<file path="src/rtl/mmio_timer_intc_pkg.sv">
// Shared register map, CTRL field layout and helpers for the MMIO timer/interrupt block.
package mmio_timer_intc_pkg;

    // Byte offsets within the 32-byte register window
    localparam logic [4:0] OFF_COUNT   = 5'h00;
    localparam logic [4:0] OFF_COMPARE = 5'h04;
    localparam logic [4:0] OFF_CTRL    = 5'h08;
    localparam logic [4:0] OFF_PENDING = 5'h0C;
    localparam logic [4:0] OFF_MASK    = 5'h10;

    // CTRL field positions
    localparam int CTRL_EN          = 0;
    localparam int CTRL_AUTO_RELOAD = 1;
    localparam int CTRL_PS_LSB      = 8;
    localparam int CTRL_PS_MSB      = 15;

    // Only EN, AUTO_RELOAD and PRESCALE are storage; everything else reads 0
    localparam logic [31:0] CTRL_WMASK = 32'h0000_FF03;

    localparam int          NUM_EXT_IRQ   = 5;
    localparam int          IRQ_TIMER_BIT = 5;
    localparam logic [31:0] COMPARE_RESET = 32'hFFFF_FFFF;

    // Replace the byte lanes of old_val selected by sel with the matching lanes of new_val
    function automatic logic [31:0] byte_merge(input logic [31:0] old_val,
                                               input logic [31:0] new_val,
                                               input logic [3:0]  sel);
        logic [31:0] res;
        res = old_val;
        for (int i = 0; i < 4; i++) begin
            if (sel[i]) res[8*i +: 8] = new_val[8*i +: 8];
        end
        return res;
    endfunction

endpackage

</file>
<file path="src/rtl/mmio_timer_intc_irq_sync.sv">
// Multi-flop synchroniser for one asynchronous interrupt line, followed by a
// rising-edge detector that emits a single-cycle pulse.
module irq_edge_sync #(
    parameter int SYNC_STAGES = 2
) (
    input  logic clk,
    input  logic resetn,
    input  logic async_in,
    output logic pulse
);

    logic [SYNC_STAGES-1:0] sync_q;
    logic                   prev_q;

    // Shift the raw line through the synchroniser and remember the last synchronised level
    always_ff @(posedge clk) begin
        if (!resetn) begin
            sync_q <= '0;
            prev_q <= 1'b0;
        end else begin
            sync_q <= {sync_q[SYNC_STAGES-2:0], async_in};
            prev_q <= sync_q[SYNC_STAGES-1];
        end
    end

    // Pulse is combinational so the pending bit lands SYNC_STAGES+1 cycles after the input rises
    assign pulse = sync_q[SYNC_STAGES-1] & ~prev_q;

endmodule

</file>
<file path="src/rtl/mmio_timer_intc.sv">
// Memory-mapped prescaled 32-bit timer with compare match, plus a small
// interrupt controller (pending/mask) for the timer and five external lines.
module mmio_timer_intc
    import mmio_timer_intc_pkg::*;
#(
    parameter logic [31:0] BASE_ADDR   = 32'h1000_0000,
    parameter int          SYNC_STAGES = 2
) (
    input  logic        clk,
    input  logic        resetn,
    input  logic [31:0] i_DMEM_addr,
    input  logic [31:0] i_DMEM_wdata,
    input  logic        i_DMEM_we,
    input  logic [3:0]  i_DMEM_sel,
    output logic [31:0] o_rdata,
    output logic        o_hit,
    input  logic [4:0]  i_ext_irq,
    output logic [5:0]  o_interuption
);

    logic        win_hit;
    logic [4:0]  reg_off;
    logic        wr_en;
    logic        wr_count, wr_compare, wr_ctrl, wr_pending, wr_mask;

    logic [31:0] count_q;
    logic [31:0] compare_q;
    logic [31:0] ctrl_q;
    logic [5:0]  pend_q;
    logic [5:0]  mask_q;
    logic [7:0]  ps_q;

    logic        ctrl_en;
    logic        ctrl_auto;
    logic [7:0]  prescale;
    logic        tick;
    logic        timer_match;
    logic [4:0]  ext_pulse;
    logic [5:0]  hw_set;
    logic [5:0]  w1c;
    logic [31:0] rd_mux;
    logic        unused_addr_lsbs;

    // Address decode: the low two address bits never select anything
    assign win_hit          = (i_DMEM_addr[31:5] == BASE_ADDR[31:5]);
    assign reg_off          = {i_DMEM_addr[4:2], 2'b00};
    assign wr_en            = win_hit & i_DMEM_we;
    assign wr_count         = wr_en && (reg_off == OFF_COUNT);
    assign wr_compare       = wr_en && (reg_off == OFF_COMPARE);
    assign wr_ctrl          = wr_en && (reg_off == OFF_CTRL);
    assign wr_pending       = wr_en && (reg_off == OFF_PENDING);
    assign wr_mask          = wr_en && (reg_off == OFF_MASK);
    assign unused_addr_lsbs = ^i_DMEM_addr[1:0];

    assign ctrl_en   = ctrl_q[CTRL_EN];
    assign ctrl_auto = ctrl_q[CTRL_AUTO_RELOAD];
    assign prescale  = ctrl_q[CTRL_PS_MSB:CTRL_PS_LSB];

    // A tick uses the current CTRL, so a write clearing EN still lets this cycle's tick complete
    assign tick        = ctrl_en && (ps_q == prescale);
    // A COUNT write overrides the tick, so no match is evaluated in that cycle
    assign timer_match = tick && !wr_count && (count_q == compare_q);

    assign hw_set = {timer_match, ext_pulse};
    // PENDING bits all live in byte lane 0
    assign w1c    = wr_pending ? (i_DMEM_wdata[5:0] & {6{i_DMEM_sel[0]}}) : 6'b0;

    for (genvar g = 0; g < NUM_EXT_IRQ; g++) begin : g_ext_sync
        irq_edge_sync #(
            .SYNC_STAGES(SYNC_STAGES)
        ) u_irq_edge_sync (
            .clk      (clk),
            .resetn   (resetn),
            .async_in (i_ext_irq[g]),
            .pulse    (ext_pulse[g])
        );
    end

    // Prescaler: free-runs while enabled and wraps to 0 on every tick
    always_ff @(posedge clk) begin
        if (!resetn) begin
            ps_q <= '0;
        end else if (tick) begin
            ps_q <= '0;
        end else if (ctrl_en) begin
            ps_q <= ps_q + 8'd1;
        end
    end

    // Main counter: software write has priority, otherwise advance or reload on a tick
    always_ff @(posedge clk) begin
        if (!resetn) begin
            count_q <= '0;
        end else if (wr_count) begin
            count_q <= byte_merge(count_q, i_DMEM_wdata, i_DMEM_sel);
        end else if (tick) begin
            count_q <= (timer_match && ctrl_auto) ? 32'd0 : count_q + 32'd1;
        end
    end

    // Software-owned configuration registers: COMPARE, CTRL, MASK
    always_ff @(posedge clk) begin
        if (!resetn) begin
            compare_q <= COMPARE_RESET;
            ctrl_q    <= '0;
            mask_q    <= '0;
        end else begin
            if (wr_compare) compare_q <= byte_merge(compare_q, i_DMEM_wdata, i_DMEM_sel);
            if (wr_ctrl)    ctrl_q    <= byte_merge(ctrl_q, i_DMEM_wdata, i_DMEM_sel) & CTRL_WMASK;
            if (wr_mask)    mask_q    <= byte_merge({26'b0, mask_q}, i_DMEM_wdata, i_DMEM_sel) & 32'h3F;
        end
    end

    // Pending: W1C first, then hardware sets on top so a coinciding event is never lost
    always_ff @(posedge clk) begin
        if (!resetn) begin
            pend_q <= '0;
        end else begin
            pend_q <= (pend_q & ~w1c) | hw_set;
        end
    end

    // Register read selection for the current address
    always_comb begin
        rd_mux = '0;
        case (reg_off)
            OFF_COUNT:   rd_mux = count_q;
            OFF_COMPARE: rd_mux = compare_q;
            OFF_CTRL:    rd_mux = ctrl_q;
            OFF_PENDING: rd_mux = {26'b0, pend_q};
            OFF_MASK:    rd_mux = {26'b0, mask_q};
            default:     rd_mux = '0;
        endcase
    end

    // One-cycle read pipeline: data and hit flag follow the address by one clock
    always_ff @(posedge clk) begin
        if (!resetn) begin
            o_rdata <= '0;
            o_hit   <= 1'b0;
        end else begin
            o_hit   <= win_hit;
            o_rdata <= win_hit ? rd_mux : 32'd0;
        end
    end

    assign o_interuption = pend_q & mask_q;

endmodule

</file>
<file path="config.mk">
export PLATFORM = sky130hd
export DESIGN_NAME = mmio_timer_intc
export DESIGN_NICKNAME = d
export VERILOG_FILES = /design/src/rtl/mmio_timer_intc_pkg.sv /design/src/rtl/mmio_timer_intc_irq_sync.sv /design/src/rtl/mmio_timer_intc.sv
export SDC_FILE = /design/constraint.sdc
export NUM_CORES = 1
export LEC_CHECK = 0
export BUFFER_PORTS_ARGS = -buffer_cell sky130_fd_sc_hd__buf_2
export CAP_MARGIN = 25
export CORE_MARGIN = 2
export CORE_UTILIZATION = 57
export CTS_CLUSTER_DIAMETER = 150
export DETAILED_ROUTE_END_ITERATION = 7
export PLACE_DENSITY = 0.83
export SETUP_SLACK_MARGIN = 0.3
export SLEW_MARGIN = 20
export SYNTH_ARGS = -nofsm -noshare
export SYNTH_HDL_FRONTEND = slang
export SYNTH_HIERARCHICAL = 1
export SYNTH_SLANG_ARGS = --single-unit
</file>
<file path="constraint.sdc">
create_clock -name clk -period 3.6 [get_ports clk]
set_input_delay 0.54 -clock clk [delete_from_list [all_inputs] [get_ports clk]]
set_output_delay 0.54 -clock clk [all_outputs]
set_load 0.01 [all_outputs]
</file>
==> reports/qor.yml, run 1 <==
status:
  status: "finished, final reports clean"
synthesis:
  synth-edff-count: 0
  yosysMostFrequentCell: "dfxtp_1"
  synth_xor_area_frac: 0.0623
  synth_area_leaders: "dfxtp_1, mux2i_1, xnor2_1"
  synth_ff_type: "dfxtp_1"
  synth.largest_area_cell: "dfxtp_1"
  syn_inst: 795
  ys_types: 66
  ys_ff_latch: 142
  synth_compound_area_frac: 0.149
  muxShareOfSynthArea: 0.103
  async_flop_share: 0
  synth_adder_area_share: 0.00356
  synth.avg_cell_area_um2: 8.84
  yosys-top-cells-count: "dfxtp_1, nor2_1, nand2_1, mux2i_1"
  yosysTopAreaCellShare: 0.404
  synth_nets: 873
  yosys_warnings: 6
  yosys.area_share.simple: 0.239
  netlist_area_mm2: 0.00703
  synth_top_family_by_area: "simple AND/OR/NAND/NOR gates"
  seq_area_frac_synth: 0.404
worst_setup_path:
  cp-end-kind: "flop"
  r2r_setup_slack_ns: 0.92
  critPathLaunchType: "input port"
  slowest_delay_ns: 0.62
  crit_fanout: 23
  crit_start: "i_DMEM_addr[10]"
  cp.arrival_ns: 3.09
  ff2ff_path_depth: 6
  cp.required_ns: 3.96
  reg2reg_from: "count_q[21]$_SDFFE_PN0P_"
  r2r-end: "count_q[30]$_SDFFE_PN0P_"
  path_class: "input port to flop"
  path_cells: "buf_2, or4_1, or2_1, or3_4, mux2i_4, or4b_1, a31oi_1"
  worst_path_max_delay_cell: "or3_4"
power_and_ir_drop:
  ir_drop_uv: 362
  powerDensity_mw_per_mm2: 434
  swShare: 0.222
  p_sw_uw: 806
  pwr-share-comb: 0.049
  p_total_uw: 3630
  seqPwrFrac: 0.439
  p_clk_frac: 0.512
  intPower_uw: 2820
  power.leakage_uw: 0.00344
worst_hold_path:
  hold_start: "i_ext_irq[0]"
  whs_endpoint: "g_ext_sync[0].u_irq_edge_sync/sync_q[0]$_SDFF_PN0_"
  hold-path-cell-count: 2
  hp-class: "input port to flop"
timing:
  fin_crit_ns: 2.74
  worst_slew_pin_slew_ns: 0.806
  setup-violations-final: 0
  finalCritPeriodShare: 0.760
  maxSlewViolCount: 0
  finalHoldViolCount: 0
  fmax_ghz: 0.366
  rsz0062_at_grt: "false"
  hold_slack_ns: 0.316
  maxSlewHeadroom: 0.459
  setup_tns_ns: 0
  skew_ns: 0.00580
layout:
  area_growth_syn_to_layout_pct: 18.7
  nFillCells: 945
  finish.net_count: 971
  antenna_cells: 0
  drive_gt1_frac: 0.217
clock_tree:
  root_buffer: "clkbuf_16"
  cts_hold_buf: 0
  cts_max_level: 4
  clk_latency_ns: 0.43
  cts_resized: 0
  cts_tree: "done"
  clk_pin_slew_worst_paths_ns: 0.06
  cts_setup_buffers: 0
  cts_buffer_depth: 2
  clock-sinks: 142
  cts_buffers: 17
floorplanning:
  coreArea_mm2: 0.0120
  die_h_um: 115
  num_rows: 40
  die_w_um: 115
  die_area_mm2: 0.0132
  initial_core_util: 0.585
  pin_count: 115
drt:
  avgViaCountPerCell: 6.23
  drc: 0
  postRouteAntennaNets: 0
  wl_per_cell_um: 18.7
  routed_wirelength_mm: 19.7
  vias: 6558
  dr.first_iter.drc_count: 597
  first_pass_iters: 6
global_route:
  grt_pass1_wl_mm: 31.0
  grt_pass1_vias: 6059
  grt_usage: 0.303
  grt_max_degree: 31
  gr-total-overflow: 0
  antenna_found_initial: 0
place:
  hpwlAfterDp_mm: 13.6
  portBuffers: 112
  place_congestion: 0.937
job:
  drv_cap: 0
how the worst max path moves through the flow:
stage / to / slack, ns
2_1_floorplan: count_q[19]$_SDFFE_PN0P_ / 0.81
3_3_place_gp: count_q[19]$_SDFFE_PN0P_ / 0.49
3_5_place_dp: count_q[19]$_SDFFE_PN0P_ / 0.46
4_1_cts: count_q[19]$_SDFFE_PN0P_ / 0.88
5_1_grt: count_q[17]$_SDFFE_PN0P_ / 0.75
6_report: count_q[19]$_SDFFE_PN0P_ / 0.86
stage by stage:
stage,cells,utilization,worst slack (ns),instance area (um2)
final,1053,0.695,0.865,8350
after global routing,1053,0.695,0.750,8350
after CTS,1053,0.695,0.880,8350
after detailed placement,1021,0.643,0.456,7720
after global placement,1021,0.643,0.492,7720
after floorplan,795,-,0.807,7030
layout make-up:
cell class | instances | area (um2) | area share
clock buffers | 19 | 433 | 0.0519
clock inverters | 13 | 190 | 0.0228
inverters | 5 | 18.8 | 0.00225
multi-input cells | 592 | 3930 | 0.471
flip-flops and latches | 142 | 2840 | 0.341
well taps | 147 | 184 | 0.0220
repair buffers | 135 | 746 | 0.0893
cell families after synthesis:
group,count (synthesis)
AND/OR/NAND/NOR,322
AO/OA/AOI/OAI,150
flip-flops,142
multiplexers,68
buffers and inverters,61
XOR/XNOR,50
adder cells (fa/ha/maj),2
registers in the layout, summed over array words and instances, names as in the netlist:
| name | count |
|---|---|
| compare_q | 32 |
| count_q | 32 |
| o_rdata | 32 |
| ctrl_q | 10 |
| g_ext_sync.u_irq_edge_sync/sync_q | 10 |
| ps_q | 8 |
| mask_q | 6 |
| pend_q | 6 |
| g_ext_sync.u_irq_edge_sync/prev_q | 5 |
| o_hit | 1 |
routing by layer:
metal,global-route usage,vias up,routed length (um),share of wire
met5,0,-,0,0
met4,0.155,0,660,0.034
met3,0.0659,55,1590,0.081
met2,0.473,346,9080,0.46
met1,0.396,3076,8330,0.42
li1,-,3081,-,-
layout by cell type (no fill, tap or decap), types with 9 or more instances in the layout:
cell,netlist,final
and2_1,23,23
nor2_1,86,86
a31oi_1,21,21
o21ai_0,14,14
nor3_1,16,13
a21oi_1,25,25
nand2_1,71,71
xnor2_1,43,43
nand3_1,33,33
and3_1,9,9
nand4_1,26,26
buf_4,1,22
a32oi_1,10,10
clkbuf_16,0,17
buf_2,6,112
o22ai_1,13,13
dfxtp_1,142,142
nor4_1,10,10
mux2i_1,62,62
a22oi_1,34,34
critical path, delay by kind of cell:
family | cells | cell delay (ns)
buffers and inverters | 1 | 0.09
AND/OR/NAND/NOR | 4 | 2.02
multiplexers | 1 | 0.31
AO/OA/AOI/OAI | 1 | 0.13
power groups by stage:
stage	combinational (uW)	clock (uW)	sequential, uW
2_1_floorplan	89.0	0	1620
3_3_place_gp	170	0	1630
3_5_place_dp	172	0	1630
4_1_cts	174	1870	1590
5_1_grt	189	1940	1590
6_report	177	1860	1590
(Power assumes the default switching activity.)
==> run 2: changes to the inputs <==
--- a/config.mk
+++ b/config.mk
@@ -5,13 +5,14 @@
 export SDC_FILE = /design/constraint.sdc
 export NUM_CORES = 1
 export LEC_CHECK = 0
+export ABC_AREA = 1
 export BUFFER_PORTS_ARGS = -buffer_cell sky130_fd_sc_hd__buf_2
 export CAP_MARGIN = 25
 export CORE_MARGIN = 2
-export CORE_UTILIZATION = 57
+export CORE_UTILIZATION = 58
 export CTS_CLUSTER_DIAMETER = 150
 export DETAILED_ROUTE_END_ITERATION = 7
-export PLACE_DENSITY = 0.83
+export PLACE_DENSITY = 0.84
 export SETUP_SLACK_MARGIN = 0.3
 export SLEW_MARGIN = 20
 export SYNTH_ARGS = -nofsm -noshare
==> constraint.sdc (replaced) <==
create_clock -name clk -period 2.6 [get_ports clk]
set_input_delay 0.39 -clock clk [delete_from_list [all_inputs] [get_ports clk]]
set_output_delay 0.39 -clock clk [all_outputs]
set_load 0.01 [all_outputs]
==> run 2 against run 1 <==
Against the previous run:
- sequential power up 38%
- via count up 24%
- cell area up 6.9%
- cell count rose by 43%
- flip-flop and latch count unchanged
- total power is 33% higher
- routed wire length is 6.0% higher
- combinational power up 18%
- sequential share of layout area fell by 2.2 points
- largest cell class unchanged
==> reports/qor.yml, run 2 <==
status:
  status: "finished, final reports clean"
layout:
  final_cell_mix: "nand2_1, inv_1, nor2_1"
  drive_gt1_frac: 0.143
  final_common_cell: "nand2_1"
  finish.net_count: 1402
  area_growth_syn_to_layout_pct: 16.6
  antenna_cells: 0
  reg_top3: "compare_q x32, count_q x32, o_rdata x32"
  final_util: 0.699
  final_area_mm2: 0.00892
timing:
  finalHoldViolCount: 0
  worst_slew_pin_slew_ns: 0.920
  maxSlewHeadroom: 0.387
  setup_tns_ns: 0
  hold_slack_ns: 0.133
  fin_crit_ns: 2.15
  rsz0062_at_grt: "false"
  setup-violations-final: 0
  fmax_ghz: 0.464
  maxSlewViolCount: 0
  skew_ns: 0.0105
  finalCritPeriodShare: 0.828
clock_tree:
  root_buffer: "clkbuf_16"
  clk_latency_ns: 0.44
  cts_tree: "done"
  clk_pin_slew_worst_paths_ns: 0.06
  cts_max_level: 4
  cts_setup_buffers: 0
  cts_buffers: 17
  cts_buffer_depth: 2
  cts_resized: 0
  cts_hold_buf: 0
  clock-sinks: 142
worst_setup_path:
  cp.arrival_ns: 2.48
  cp.required_ns: 2.92
  crit_fanout: 21
  path_class: "flop to flop"
  critPathLaunchType: "flop"
  cp-end-kind: "flop"
place:
  place_congestion: 0.950
  portBuffers: 112
  hpwlAfterDp_mm: 14.6
  postPlaceCellArea_mm2: 0.00833
floorplanning:
  pin_count: 115
  die_area_mm2: 0.0141
  die_w_um: 119
  coreArea_mm2: 0.0128
  num_rows: 41
  initial_core_util: 0.599
  die_h_um: 119
global_route:
  gr-usage-met3: 0.0603
  gr-total-overflow: 0
  grt_max_degree: 75
  top_usage_layer: "met2"
  grt_usage: 0.296
  antenna_found_initial: 1
  grt_pass1_vias: 7108
  grtUsageMet1: 0.383
  use_met2: 0.485
  grt_pass1_wl_mm: 34.1
synthesis:
  seq_area_frac_synth: 0.372
  synth.avg_cell_area_um2: 6.26
  synth_ff_type: "dfxtp_1"
  async_flop_share: 0
  yosys-top-cells-count: "nand2_1, inv_1, nor2_1, dfxtp_1, a21oi_1"
  ys_ff_latch: 142
  yosysTopAreaCellShare: 0.372
  synth_area_leaders: "dfxtp_1, nand2_1, inv_1"
  yosysMostFrequentCell: "nand2_1"
  synth.largest_area_cell: "dfxtp_1"
  synth-edff-count: 0
  synth_nets: 1301
  ys_types: 37
  yosys_warnings: 6
  netlist_area_mm2: 0.00765
  syn_inst: 1223
power_and_ir_drop:
  power.leakage_uw: 0.00444
  powerDensity_mw_per_mm2: 541
  ir_drop_uv: 555
drt:
  first_pass_iters: 6
  drc: 0
  routed_wirelength_mm: 20.8
  dr.first_iter.drc_count: 745
  vias: 8115
  postRouteAntennaNets: 0
  avgViaCountPerCell: 5.38
  wl_per_cell_um: 13.8
job:
  drv_cap: 0
worst_hold_path:
  hp-class: "input port to flop"
[run 2: where the power goes]
| part | switching, uW | leakage, uW | internal (uW) |
|---|---|---|---|
| sequential | 6.55 | 0.00115 | 2190 |
| clock | 1030 | 0.000281 | 1390 |
| combinational | 135 | 0.00301 | 74.3 |
| total | 1180 | 0.00444 | 3650 |
[run 2: worst paths after layout]
kind,startpoint,to,slack (ns),depth (start not counted)
max reg2reg,count_q[25]$_SDFFE_PN0P_,count_q[29]$_SDFFE_PN0P_,0.45,12
min reg2reg,g_ext_sync[3].u_irq_edge_sync/sync_q[0]$_SDFF_PN0_,g_ext_sync[3].u_irq_edge_sync/sync_q[1]$_SDFF_PN0_,0.41,2
min,i_ext_irq[0],g_ext_sync[0].u_irq_edge_sync/sync_q[0]$_SDFF_PN0_,0.13,3
max,count_q[25]$_SDFFE_PN0P_,count_q[29]$_SDFFE_PN0P_,0.45,12
[run 2: metal layers]
metal	routed length, um	share of wire	up-vias
met5	13	0.00062	-
met3	1670	0.080	50
met2	9690	0.46	345
met4	509	0.024	2
li1	-	-	4077
met1	8960	0.43	3641
[run 2: final cells by class]
cell class / instances / area, um2
clock inverter: 12 / 126
fill: 1079 / 3850
clock buffer: 20 / 457
inverter: 170 / 638
timing repair buffer: 126 / 678
tap: 172 / 215
sequential: 142 / 2840
multi-input combinational: 867 / 3970
[run 2: per-stage QoR]
stage / total power (uW) / worst slack, ns / instances
CTS: 4840 / 0.454 / 1509
floorplan: 2340 / 0.869 / 1223
detailed placement: 2450 / 0.313 / 1477
finish: 4830 / 0.447 / 1509
global placement: 2440 / 0.333 / 1477
global route: 4960 / 0.332 / 1509
[run 2: logic make-up after synthesis]
logic type,after synthesis,share of synthesized area
AOI/OAI and AO/OA,200,0.142
buffers and inverters,214,0.112
DFF,142,0.372
xor gates and xnor gates,13,0.0149
adders and majority gates,2,0.00327
and+or+nand+nor,652,0.357
[run 2: critical path: stages (launching register included)]
cell and delay [ns]:
dfxtp_1 0.45, inv_1 0.16, nand2_1 0.09, nand2_1 0.04
nor2_1 0.10, nand2_1 0.07, nor2_1 0.18, nand2_1 0.11
nor2_1 0.27, nand3_4 0.22, buf_12 0.22, nand2_1 0.07
a21oi_1 0.06
==> run 3: changes to the inputs <==
--- a/config.mk
+++ b/config.mk
@@ -5,14 +5,14 @@
 export SDC_FILE = /design/constraint.sdc
 export NUM_CORES = 1
 export LEC_CHECK = 0
-export ABC_AREA = 1
+export ABC_AREA = 0
 export BUFFER_PORTS_ARGS = -buffer_cell sky130_fd_sc_hd__buf_2
 export CAP_MARGIN = 25
 export CORE_MARGIN = 2
-export CORE_UTILIZATION = 58
+export CORE_UTILIZATION = 57
 export CTS_CLUSTER_DIAMETER = 150
 export DETAILED_ROUTE_END_ITERATION = 7
-export PLACE_DENSITY = 0.84
+export PLACE_DENSITY = 0.83
 export SETUP_SLACK_MARGIN = 0.3
 export SLEW_MARGIN = 20
 export SYNTH_ARGS = -nofsm -noshare
==> constraint.sdc (replaced) <==
create_clock -name clk -period 2.2 [get_ports clk]
set_input_delay 0.33 -clock clk [delete_from_list [all_inputs] [get_ports clk]]
set_output_delay 0.33 -clock clk [all_outputs]
set_load 0.01 [all_outputs]
==> run 3 against run 2 <==
Against the previous run:
- the run now ends with negative setup slack left
- register-to-register slack worse by 0.46 ns
- die area fell by 6.3%
- critical path depth shrank 3
- largest power group unchanged
- first-iteration DRC count is 49% higher
- largest cell class unchanged
- utilization grew 13 points
==> reports/qor.yml, run 3 (synthesized netlist as in run 1, its figures left out) <==
global_route:
  grt_pass1_wl_mm: 35.3
  antenna_found_initial: 0
  grt_max_degree: 42
  gr-total-overflow: 0
  grt_usage: 0.343
  grt_pass1_vias: 6826
timing:
  setup_slack_ns: -0.0150
  skew_ns: 0.0124
  finalCritPeriodShare: 1.01
  maxSlewHeadroom: 0.0977
  fin_crit_ns: 2.21
  fmax_ghz: 0.451
  rsz0062_at_grt: "true"
  worst_slew_pin_slew_ns: 1.34
  hold_slack_ns: 0.0954
  setup-violations-final: 2
  finalHoldViolCount: 0
  maxSlewViolCount: 0
clock_tree:
  root_buffer: "clkbuf_16"
  clk_pin_slew_worst_paths_ns: 0.06
  clk_latency_ns: 0.44
  cts_max_level: 4
  cts_buffers: 17
  cts_tree: "done"
  cts_hold_buf: 0
  clock-sinks: 142
  cts_buffer_depth: 2
floorplanning:
  die_area_mm2: 0.0132
  initial_core_util: 0.585
  coreArea_mm2: 0.0120
  die_h_um: 115
  pin_count: 115
  num_rows: 40
  die_w_um: 115
worst_setup_path:
  crit_fanout: 10
  crit_start: "count_q[1]$_SDFFE_PN0P_"
  cp-end-kind: "flop"
  reg2reg_from: "count_q[1]$_SDFFE_PN0P_"
  slowest_delay_ns: 0.35
  path_cells: "buf_6, xnor2_2, nand4_1, nor4_4, nand4_1, buf_6, buf_4, a32oi_1, a21oi_1"
  path_class: "flop to flop"
  cp.required_ns: 2.52
  critPathLaunchType: "flop"
  r2r_setup_slack_ns: -0.01
  cp.arrival_ns: 2.54
  worst_path_max_delay_cell: "nor4_4"
layout:
  drive_gt1_frac: 0.403
  area_growth_syn_to_layout_pct: 41.7
  final_cell_mix: "dfxtp_1, buf_2, buf_4"
  final_common_cell: "dfxtp_1"
  reg_top3: "compare_q x32, count_q x32, o_rdata x32"
  finish.net_count: 1074
  antenna_cells: 0
drt:
  wl_per_cell_um: 22.9
  vias: 7786
  drc: 0
  dr.first_iter.drc_count: 1107
  postRouteAntennaNets: 0
  avgViaCountPerCell: 6.74
  first_pass_iters: 7
  routed_wirelength_mm: 26.5
place:
  portBuffers: 112
  hpwlAfterDp_mm: 14.9
  place_congestion: 0.963
status:
  status: "finished with violations"
  violations: "negative setup slack"
worst_hold_path:
  hp-class: "input port to flop"
  hold_start: "i_ext_irq[1]"
power_and_ir_drop:
  powerDensity_mw_per_mm2: 590
  ir_drop_uv: 848
  p_total_uw: 5870
  power.leakage_uw: 0.00432
job:
  drv_cap: 0
run 3: path summary, 6_finish.rpt:
kind | cells past startpoint | endpoint
setup / recovery | 9 | count_q[1]$_SDFFE_PN0P_
hold / removal | 2 | g_ext_sync[1].u_irq_edge_sync/sync_q[0]$_SDFF_PN0_
setup reg to reg | 9 | count_q[1]$_SDFFE_PN0P_
hold reg to reg | 1 | g_ext_sync[1].u_irq_edge_sync/sync_q[1]$_SDFF_PN0_
run 3: what timing repair did:
action / 4_1_cts / 5_1_grt
buffers inserted: 13 / 12
gates resized for setup: 74 / 96
setup endpoints to repair: 84 / 102
gates cloned: 1 / 7
pin swaps: 20 / 21
run 3: area by class of cell:
cell class | instances | area, um2
clock buffers | 18 | 439
clock inverters | 14 | 160
fillers | 611 | 2050
inverters | 5 | 18.8
multi-input cells | 594 | 4540
flip-flops and latches | 142 | 2900
well taps | 147 | 184
repair buffers | 236 | 1720
run 3: metrics by stage:
stage,utilization,instance area (um2),TNS [ns],worst slack (ns),cells
global route,0.829,9960,-0.959,-0.113,1156
global placement,0.694,8340,-17.93,-0.342,1091
floorplan,-,7120,-15.52,-0.383,795
detailed placement,0.694,8340,-22.13,-0.385,1091
CTS,0.778,9350,0,0.159,1137
finish,0.829,9960,-0.0289,-0.0150,1156
run 3: where the power goes:
group | internal (uW) | leakage [uW] | total (uW) | switching (uW)
clock network | 1710 | 0.000280 | 2940 | 1230
registers | 2580 | 0.00116 | 2590 | 11.9
logic | 142 | 0.00288 | 339 | 197
run 3: worst max-delay path: cells and delay by family (launching register included):
kind | cells | cell delay (ns)
compound gates | 2 | 0.33
buf+inv | 3 | 0.51
xor+xnor | 1 | 0.19
flops | 1 | 0.34
simple gates | 3 | 0.72
run 3: metal layers:
layer  vias to the layer above  global-route usage  wire length, um  part of all wire
met5                         -                   0                0                 0
met1                      3543               0.429             9380              0.35
li1                       3297                   -                -                 -
met4                         0               0.176             2060             0.078
met2                       714               0.545            11800              0.44
met3                       232              0.0912             3280              0.12
